--- src/rtl/mem_arbiter_pkg.sv ---
// Shared types for the I/D memory arbiter: 32-bit words, write strobes,
// requester source tag and the forwarded memory request payload.
package mem_arbiter_pkg;

  localparam int unsigned WORD_W  = 32;
  localparam int unsigned STRB_W  = 4;

  typedef logic [WORD_W-1:0] u32_t;
  typedef logic [STRB_W-1:0] wrstb_t;

  // Requester that owns an in-flight access
  typedef enum logic {
    SRC_I = 1'b0,
    SRC_D = 1'b1
  } src_e;

  // Request payload forwarded to the memory port
  typedef struct packed {
    u32_t   addr;
    u32_t   wrdata;
    wrstb_t wrstb;
  } mem_req_t;

endpackage

--- src/rtl/mem_arbiter_tag_fifo.sv ---
// Source-tag FIFO: remembers which requester owns each in-flight access so
// in-order responses can be routed back.
// Ports: clk, rst (async, active-high), push/wdata (enqueue), pop/rdata
// (dequeue head, rdata shows head), full, empty, count (occupancy).
module tag_fifo #(
  parameter int unsigned DEPTH = 2,
  parameter int unsigned WIDTH = 1
) (
  input  logic                       clk,
  input  logic                       rst,
  input  logic                       push,
  input  logic                       pop,
  input  logic [WIDTH-1:0]           wdata,
  output logic [WIDTH-1:0]           rdata,
  output logic                       full,
  output logic                       empty,
  output logic [$clog2(DEPTH):0]     count
);

  localparam int unsigned PTR_W = (DEPTH > 1) ? $clog2(DEPTH) : 1;
  localparam int unsigned CNT_W = $clog2(DEPTH) + 1;

  logic [WIDTH-1:0] mem [DEPTH];
  logic [PTR_W-1:0] wr_ptr;
  logic [PTR_W-1:0] rd_ptr;
  logic [CNT_W-1:0] cnt;
  logic             push_ok;
  logic             pop_ok;

  // Wrap at DEPTH-1; identical to natural wrap for power-of-two DEPTH > 1
  function automatic logic [PTR_W-1:0] next_ptr(input logic [PTR_W-1:0] p);
    return (p == PTR_W'(DEPTH - 1)) ? '0 : p + PTR_W'(1);
  endfunction

  assign full    = (cnt == CNT_W'(DEPTH));
  assign empty   = (cnt == '0);
  assign count   = cnt;
  assign push_ok = push & ~full;
  assign pop_ok  = pop & ~empty;
  assign rdata   = mem[rd_ptr];

  // Pointer and occupancy state
  always_ff @(posedge clk or posedge rst) begin
    if (rst) begin
      wr_ptr <= '0;
      rd_ptr <= '0;
      cnt    <= '0;
    end else begin
      if (push_ok) wr_ptr <= next_ptr(wr_ptr);
      if (pop_ok)  rd_ptr <= next_ptr(rd_ptr);
      case ({push_ok, pop_ok})
        2'b10:   cnt <= cnt + CNT_W'(1);
        2'b01:   cnt <= cnt - CNT_W'(1);
        default: cnt <= cnt;
      endcase
    end
  end

  // Tag storage; contents are meaningless while the matching count is zero
  always_ff @(posedge clk) begin
    if (push_ok) mem[wr_ptr] <= wdata;
  end

endmodule

--- src/rtl/mem_arbiter.sv ---
// Arbitrates the CPU instruction (I) and data (D) request ports onto one
// memory request port, tracks in-flight ownership and routes responses back.
// Ports: clk, rst (async, active-high); I side i_req/i_addr -> i_gnt,
// i_rvalid/i_rdata; D side d_req/d_addr/d_wrdata/d_wrstb -> d_gnt,
// d_rvalid/d_rdata; memory side m_req/m_addr/m_wrdata/m_wrstb, m_gnt,
// m_rvalid/m_rdata; err is a sticky flag for a response with nothing pending.
module mem_arbiter
  import mem_arbiter_pkg::*;
#(
  parameter int unsigned MAX_OUTSTANDING = 2,
  parameter bit          DATA_PRIORITY   = 1'b0
) (
  input  logic         clk,
  input  logic         rst,
  input  logic         i_req,
  input  logic [31:0]  i_addr,
  output logic         i_gnt,
  output logic         i_rvalid,
  output logic [31:0]  i_rdata,
  input  logic         d_req,
  input  logic [31:0]  d_addr,
  input  logic [31:0]  d_wrdata,
  input  logic [3:0]   d_wrstb,
  output logic         d_gnt,
  output logic         d_rvalid,
  output logic [31:0]  d_rdata,
  output logic         m_req,
  output logic [31:0]  m_addr,
  output logic [31:0]  m_wrdata,
  output logic [3:0]   m_wrstb,
  input  logic         m_gnt,
  input  logic         m_rvalid,
  input  logic [31:0]  m_rdata,
  output logic         err
);

  localparam int unsigned CNT_W = $clog2(MAX_OUTSTANDING) + 1;

  src_e       sel;
  src_e       last_grant;
  src_e       head_src;
  mem_req_t   req_pl;
  logic       full;
  logic       empty;
  logic       hs;
  logic       pop;
  logic       head_tag;
  logic [CNT_W-1:0] outstanding_unused;

  // Requester selection and payload mux, same cycle as the request
  always_comb begin
    sel    = SRC_I;
    req_pl = '0;
    if (i_req && d_req) begin
      if (DATA_PRIORITY) sel = SRC_D;
      else               sel = (last_grant == SRC_D) ? SRC_I : SRC_D;
    end else if (d_req) begin
      sel = SRC_D;
    end
    if (sel == SRC_D) begin
      req_pl.addr   = d_addr;
      req_pl.wrdata = d_wrdata;
      req_pl.wrstb  = d_wrstb;
    end else begin
      req_pl.addr   = i_addr;
    end
  end

  // No bypass: a retirement in a full cycle does not free a slot until next cycle
  assign m_req    = (i_req | d_req) & ~full;
  assign m_addr   = req_pl.addr;
  assign m_wrdata = req_pl.wrdata;
  assign m_wrstb  = req_pl.wrstb;

  assign hs    = m_req & m_gnt;
  assign i_gnt = hs & (sel == SRC_I);
  assign d_gnt = hs & (sel == SRC_D);

  // Responses arrive in request order, so the FIFO head names the owner
  assign pop      = m_rvalid & ~empty;
  assign head_src = src_e'(head_tag);
  assign i_rvalid = pop & (head_src == SRC_I);
  assign d_rvalid = pop & (head_src == SRC_D);
  assign i_rdata  = m_rdata;
  assign d_rdata  = m_rdata;

  tag_fifo #(
    .DEPTH (MAX_OUTSTANDING),
    .WIDTH (1)
  ) u_tag_fifo (
    .clk   (clk),
    .rst   (rst),
    .push  (hs),
    .pop   (pop),
    .wdata (1'(sel)),
    .rdata (head_tag),
    .full  (full),
    .empty (empty),
    .count (outstanding_unused)
  );

  // Round-robin history and sticky protocol error
  always_ff @(posedge clk or posedge rst) begin
    if (rst) begin
      last_grant <= SRC_D;
      err        <= 1'b0;
    end else begin
      if (hs) last_grant <= sel;
      if (m_rvalid && empty) err <= 1'b1;
    end
  end

endmodule

--- config.mk ---
export PLATFORM = sky130hd
export DESIGN_NAME = mem_arbiter
export DESIGN_NICKNAME = d
export VERILOG_FILES = /design/src/rtl/mem_arbiter_pkg.sv /design/src/rtl/mem_arbiter_tag_fifo.sv /design/src/rtl/mem_arbiter.sv
export SDC_FILE = /design/constraint.sdc
export NUM_CORES = 1
export LEC_CHECK = 0
export ABC_AREA = 1
export CORE_AREA = 2 2 108 110
export CTS_CLUSTER_DIAMETER = 30
export DETAILED_ROUTE_END_ITERATION = 16
export DIE_AREA = 0 0 110 112
export SETUP_SLACK_MARGIN = 0.15
export SYNTH_ARGS = -nofsm -noshare
export SYNTH_HDL_FRONTEND = slang
export SYNTH_SLANG_ARGS = --single-unit
--- constraint.sdc ---
create_clock -name clk -period 1.6 [get_ports clk]
set_input_delay 0.32 -clock clk [delete_from_list [all_inputs] [get_ports clk]]
set_output_delay 0.32 -clock clk [all_outputs]
set_load 0.01 [all_outputs]
## Word-level counts from Yosys, hierarchy flattened

Memory sizes are Yosys's and may differ from the RTL's.
Index checks and enable logic that the tools add are counted.

- Memories kept: 1
- Output and inout bits: 138
- Bits of input ports: 138
- Logic and storage cells: 41
- Memory bits (writable): 2
- Register bits after elaboration: 6

Memory list:

| memory | depth | width | read ports | clocked after Yosys merged registers in | wr ports | RTL line | RTL |
|---|---|---|---|---|---|---|---|
| u_tag_fifo.mem | 2 | 1 | 1 | 0 | 1 | mem_arbiter_tag_fifo.sv:23 | `logic [WIDTH-1:0] mem [DEPTH];` |

- Equality and inequality tests: 3
- Reductions and logical operators: 4
- Multiplexer cells: 10
- Bitwise logic cells: 14
- Add/sub/neg operators: 4

Operator list:

| cell | number |
|---|---|
| two-way mux 36 bit | 1 |
| two-way mux 32 bit | 1 |
| AND 1 bit | 9 |
| two-way mux 1 bit | 7 |
| == test 2 bit, second input constant | 2 |
| inverter 1 bit | 4 |
| case mux 2 bit (2 select lines) | 1 |
| adder 1 bit, second input constant | 2 |
| adder 2 x 1 -> 2 bit, second input constant | 1 |
| == test 2 x 1 -> 1 bit, second input constant | 1 |
| logical AND 1 bit | 2 |
| logical NOT 2 bit | 1 |
| nonzero test 2 bit | 1 |
| subtractor 2 x 1 -> 2 bit, second input constant | 1 |
| OR 1 bit | 1 |

## Logic depth before layout (Yosys ltp)

- Depth in word-level cells: 7
- Mapped depth: 9
- Depth with buffers taken out: 9

## Modules after synthesis

Synthesis repeated with hierarchy kept, for this count alone.

- Cell total of the unflattened synthesis: 303
- Area, all modules: 1,641.6 µm²

By module, submodules not included:

| module | seq. area each (µm²) | instances | area an instance (µm²) | cells each |
|---|---|---|---|---|
| mem_arbiter | 51.3 | 1 | 1,322.5 | 265 |
| tag_fifo | 160.2 | 1 | 319.1 | 38 |

## Least setup slack after synthesis

No wires, ideal clock.

- Kind: register to output
- Start: register last_grant
- End: output m_addr[13]
- Data arrival time: 1.118 ns
- Required time: 1.280 ns
- Path slack: 0.162 ns
- Path buffers: 1
- Stages on the path, launching flop included: 6
- Cell sequence: dfstp_2 -> a21oi_4 -> inv_2 -> clkbuf_1 -> nand2_1 -> nand2_1

- Cells in the longest elaborated chain, start to end: 3

RTL lines:

| element | RTL line | RTL |
|---|---|---|
| from (decl) | mem_arbiter.sv:40 | `src_e last_grant;` |
| from (signal assigned) | mem_arbiter.sv:108 | `if (hs) last_grant <= sel;` |
| two-way mux 1 bit | mem_arbiter.sv:56 | `else sel = (last_grant == SRC_D) ? SRC_I : SRC_D;` |
| two-way mux 1 bit | mem_arbiter.sv:54 | `if (i_req && d_req) begin` |
| two-way mux 32 bit | mem_arbiter.sv:60 | `if (sel == SRC_D) begin` |
| to (decl) | mem_arbiter.sv:28 | `output logic [31:0] m_addr,` |

No other way between the ends.

## Worst setup path in the final report

- Start: register last_grant
- End: output m_addr[4]

Same word-level chain as after synthesis.

==> impl_summary.txt <==
----------------------------------------------------
[Route]
  Count of TritonRoute iterations in the first routing pass ... 4
  Antenna violation net count after detailed routing ... 0
  Per-cell via count in the routed design ... 3.900
  Number of design rule violations left after detail routing ... 0
  Starting DRC count in detailed routing ... 32
  Wire length per cell after detailed routing ... 14.60 um
  Wirelength, routed ... 9.328 mm
  Overall via count from detail_route ... 2,492

[Setup path]
  Reg-to-reg critical path endpoint ... err
  Crit. End Element ... primary output
  Peak fanout along the critical path ... 5
  Required time at the worst-slack endpoint ... 1280 ps
  WS Path Type ... flop to primary output
  Launching point of the worst reg2reg path ... u_tag_fifo.count[1]
  Setup crit start kind ... flop
  FF-to-FF setup slack ... -180 ps
  Data arrival at the endpoint of the critical path ... 1790 ps
  R2r worst-path depth ... 12

[Clocking]
  Clock sinks ... 8
  Latest clock arrival within the worst-skew pair ... 230 ps
  Clock transition at the registers of the reported paths ... 40 ps
  Post-CTS Hold Buffers ... 0
  Bufs on Longest Clock Path ... 2
  Buffer type at the clock tree root ... sky130_fd_sc_hd__clkbuf_16
  Number of buffers added by the clock tree synthesis step ... 3
  Max H-tree Level ... 1
  Clock tree from TritonCTS ... built

[Die]
  Die outline height ... 112 um
  Die footprint ... 12,320 um2
  Core region area ... 11,170 um2
  Number of placed I/O pins ... 276
  Starting density of the core ... 0.1423
  FP Rows ... 39
  Die extent in x ... 110 um

[GRT]
  Antenna violations before repair ... 1
  Number of global-route vias before repair ... 2,449
  Pin count of the biggest net entering global routing ... 10
  Global-route layer with the greatest usage ... met2
  First-pass GRT wire length ... 12.16 mm
  Met1 Resource Use GR ... 0.1273
  Total track usage ... 0.1316
  Gr ovfl total ... 0
  Global-route track usage on met2 ... 0.2495
  Met3 demand-to-capacity share in global routing ... 0.03981

[Yosys]
  Synth top area cells ... sky130_fd_sc_hd__buf_4 30%, sky130_fd_sc_hd__nand2_1 25%, sky130_fd_sc_hd__inv_1 11%
  Number of distinct standard cells referenced by the synthesized netlist ... 19
  Portion of synthesized cell area occupied by the leading cell type ... 0.3021
  Cell area after synthesis ... 1590 um2
  Number of synthesis warnings ... 0
  Number of instances in the synthesized netlist ... 293
  Number of flops mapped to enable cells by yosys ... 2
  Most repeated cell in the gate-level netlist after synthesis ... sky130_fd_sc_hd__nand2_1
  Avg Synthesized Cell Area ... 5.428 um2
  Post-synthesis sequential area ratio ... 0.1330
  Top post-synthesis cells by count ... 107 x sky130_fd_sc_hd__nand2_1, 64 x sky130_fd_sc_hd__buf_4, 47 x sky130_fd_sc_hd__inv_1
  Cell taking the most area after synthesis ... sky130_fd_sc_hd__buf_4
  Share of synthesized registers carrying an async set or reset ... 0.7500
  FF+latch count, synth ... 8
  Post-Synthesis Net Count ... 432
  Flip-flop cell with the highest count after synthesis ... sky130_fd_sc_hd__dfrtp_1

[Cells and area]
  Sequential cell area ... 211.5 um2
  Layout overhead on the synthesized area ... 195.2%
  Fraction of layout cells with a size suffix above 1 ... 0.5544
  Total area of multi-input combinational cells ... 1072 um2
  Final-layout fill cell count ... 1,045
  Net count, final ... 636
  Antenna diode count ... 0

[Timing]
  Number of hold violations in the final report ... 0
  Final hold slack ... 333.0 ps
  Max-slew violation count ... 0
  Maximum achievable frequency ... 473.8 MHz
  Clock Skew ... 2.491 ps
  Period minus WS final ... 2110 ps
  Setup repair after global routing missed its margin ... true
  Least-Margin Pin Slew ... 292.9 ps
  Setup violations, final ... 72
  Minimum setup slack in the final design ... -510.5 ps
  Final clock period utilization by the worst path ... 1.319
  Max transition margin ... 0.8044

[Outcome]
  Violations in the final reports ... setup timing
  Result of the run ... finished, violations left

[Power and ir drop]
  Power per Cell Area ... 890.2 nW/um2
  Largest vdd supply drop ... 513.7 uV
  Reported leakage power ... 2.376 nW

[Placement]
  Global placer's final weighted congestion ... 0.7349
  Number of buffers added on ports ... 179
  Pre-CTS setup slack ... -729.9 ps
  Total half-perimeter wirelength after legalization and detailed placement ... 4.984 mm

[Flow run]
  Total of max-cap violations ... 0

[Min path]
  Hold Crit Class ... primary input to async pin

----------------------------------------------------
==> worst max path at each step <==
stage | start | endpoint | slack [ps] | depth (start not counted)
floorplan | last_grant | m_addr[13] | 160 | 5
global placement | d_req | m_addr[9] | -700 | 7
detailed placement | d_req | m_addr[9] | -730 | 7
CTS | last_grant | m_addr[15] | -520 | 11
global route | last_grant | m_addr[15] | -560 | 11
finish | last_grant | m_addr[4] | -510 | 11
==> critical path, cell delays in order (launching register included) <==
cell                      delay [ps]
sky130_fd_sc_hd__dfstp_2         560
sky130_fd_sc_hd__a21oi_4          70
sky130_fd_sc_hd__buf_6           120
sky130_fd_sc_hd__inv_6            60
sky130_fd_sc_hd__buf_6           100
sky130_fd_sc_hd__buf_8           120
sky130_fd_sc_hd__buf_6           100
sky130_fd_sc_hd__buf_12           90
sky130_fd_sc_hd__buf_16          110
sky130_fd_sc_hd__nand2_2          50
sky130_fd_sc_hd__nand2_1          50
sky130_fd_sc_hd__buf_2           120
==> layout by cell type (no fill, tap or decap), types with 2 or more instances in the layout <==
cell and count:
sky130_fd_sc_hd__xnor2_1 2, sky130_fd_sc_hd__nand2_1 52, sky130_fd_sc_hd__edfxtp_1 2, sky130_fd_sc_hd__nand2_2 46, sky130_fd_sc_hd__buf_4 14, sky130_fd_sc_hd__clkbuf_16 3, sky130_fd_sc_hd__buf_8 8, sky130_fd_sc_hd__nor2_4 19
sky130_fd_sc_hd__buf_16 11, sky130_fd_sc_hd__inv_1 43, sky130_fd_sc_hd__inv_2 5, sky130_fd_sc_hd__nand4_1 2, sky130_fd_sc_hd__nor2_2 16, sky130_fd_sc_hd__nand2_4 9, sky130_fd_sc_hd__nand3_4 2, sky130_fd_sc_hd__buf_2 41
sky130_fd_sc_hd__buf_6 80, sky130_fd_sc_hd__dlygate4sd2_1 2, sky130_fd_sc_hd__buf_12 12, sky130_fd_sc_hd__nor2_1 7, sky130_fd_sc_hd__clkdlybuf4s50_1 101, sky130_fd_sc_hd__dfrtp_1 5
==> state kept, by name, summed over array words and instances (netlist names) <==
register,flops
err,1
u_tag_fifo.count,2
u_tag_fifo.mem,2
last_grant,1
u_tag_fifo.rd_ptr,1
u_tag_fifo.wr_ptr,1
==> metrics by stage <==
stage                     instance area, um2  power [mW]  utilization  instances  setup TNS (ps)
final                                   4695       4.179       0.4201        639          -27870
after floorplan                         1590       1.167            -        293               0
after global routing                    4695       4.407       0.4201        639          -31200
after CTS                               4018       3.553       0.3595        620          -25410
after detailed placement                3167       2.048       0.2834        555          -48100
after global placement                  3167       2.026       0.2834        555          -47020
==> what timing repair did <==
| item | CTS | global route |
|---|---|---|
| pin swaps | 14 | 28 |
| setup endpoints to repair | 77 | 79 |
| buffers inserted | 49 | 19 |
| gates resized for setup | 408 | 132 |
| cloned | 12 | 0 |
==> power by group <==
part	switching, mW	internal (mW)
Combinational	1.35	2.04
Sequential	0.0565	0.298
Clock	0.102	0.332
==> final cells by class <==
type,count,share of cell area
flip-flops and latches,8,0.04504
repair buffers,273,0.6314
clock buffers,4,0.01679
multi-input cells,162,0.2284
inverters,49,0.04025
well taps,143,0.03811
==> routing by layer <==
layer / wire [um] / vias up
li1: - / 1186
met1: 3046 / 1100
met2: 5019 / 169
met3: 935 / 35
met4: 313 / 2
met5: 13 / -
==> logic make-up after synthesis <==
group,count (synthesis),share of synthesized area
compound gates,4,0.02203
xor+xnor,2,0.01102
fa+ha+maj,1,0.007867
buf+inv,123,0.4532
flops,8,0.1330
simple gates,155,0.3729
No activity file was read; power rests on OpenSTA's default activity.
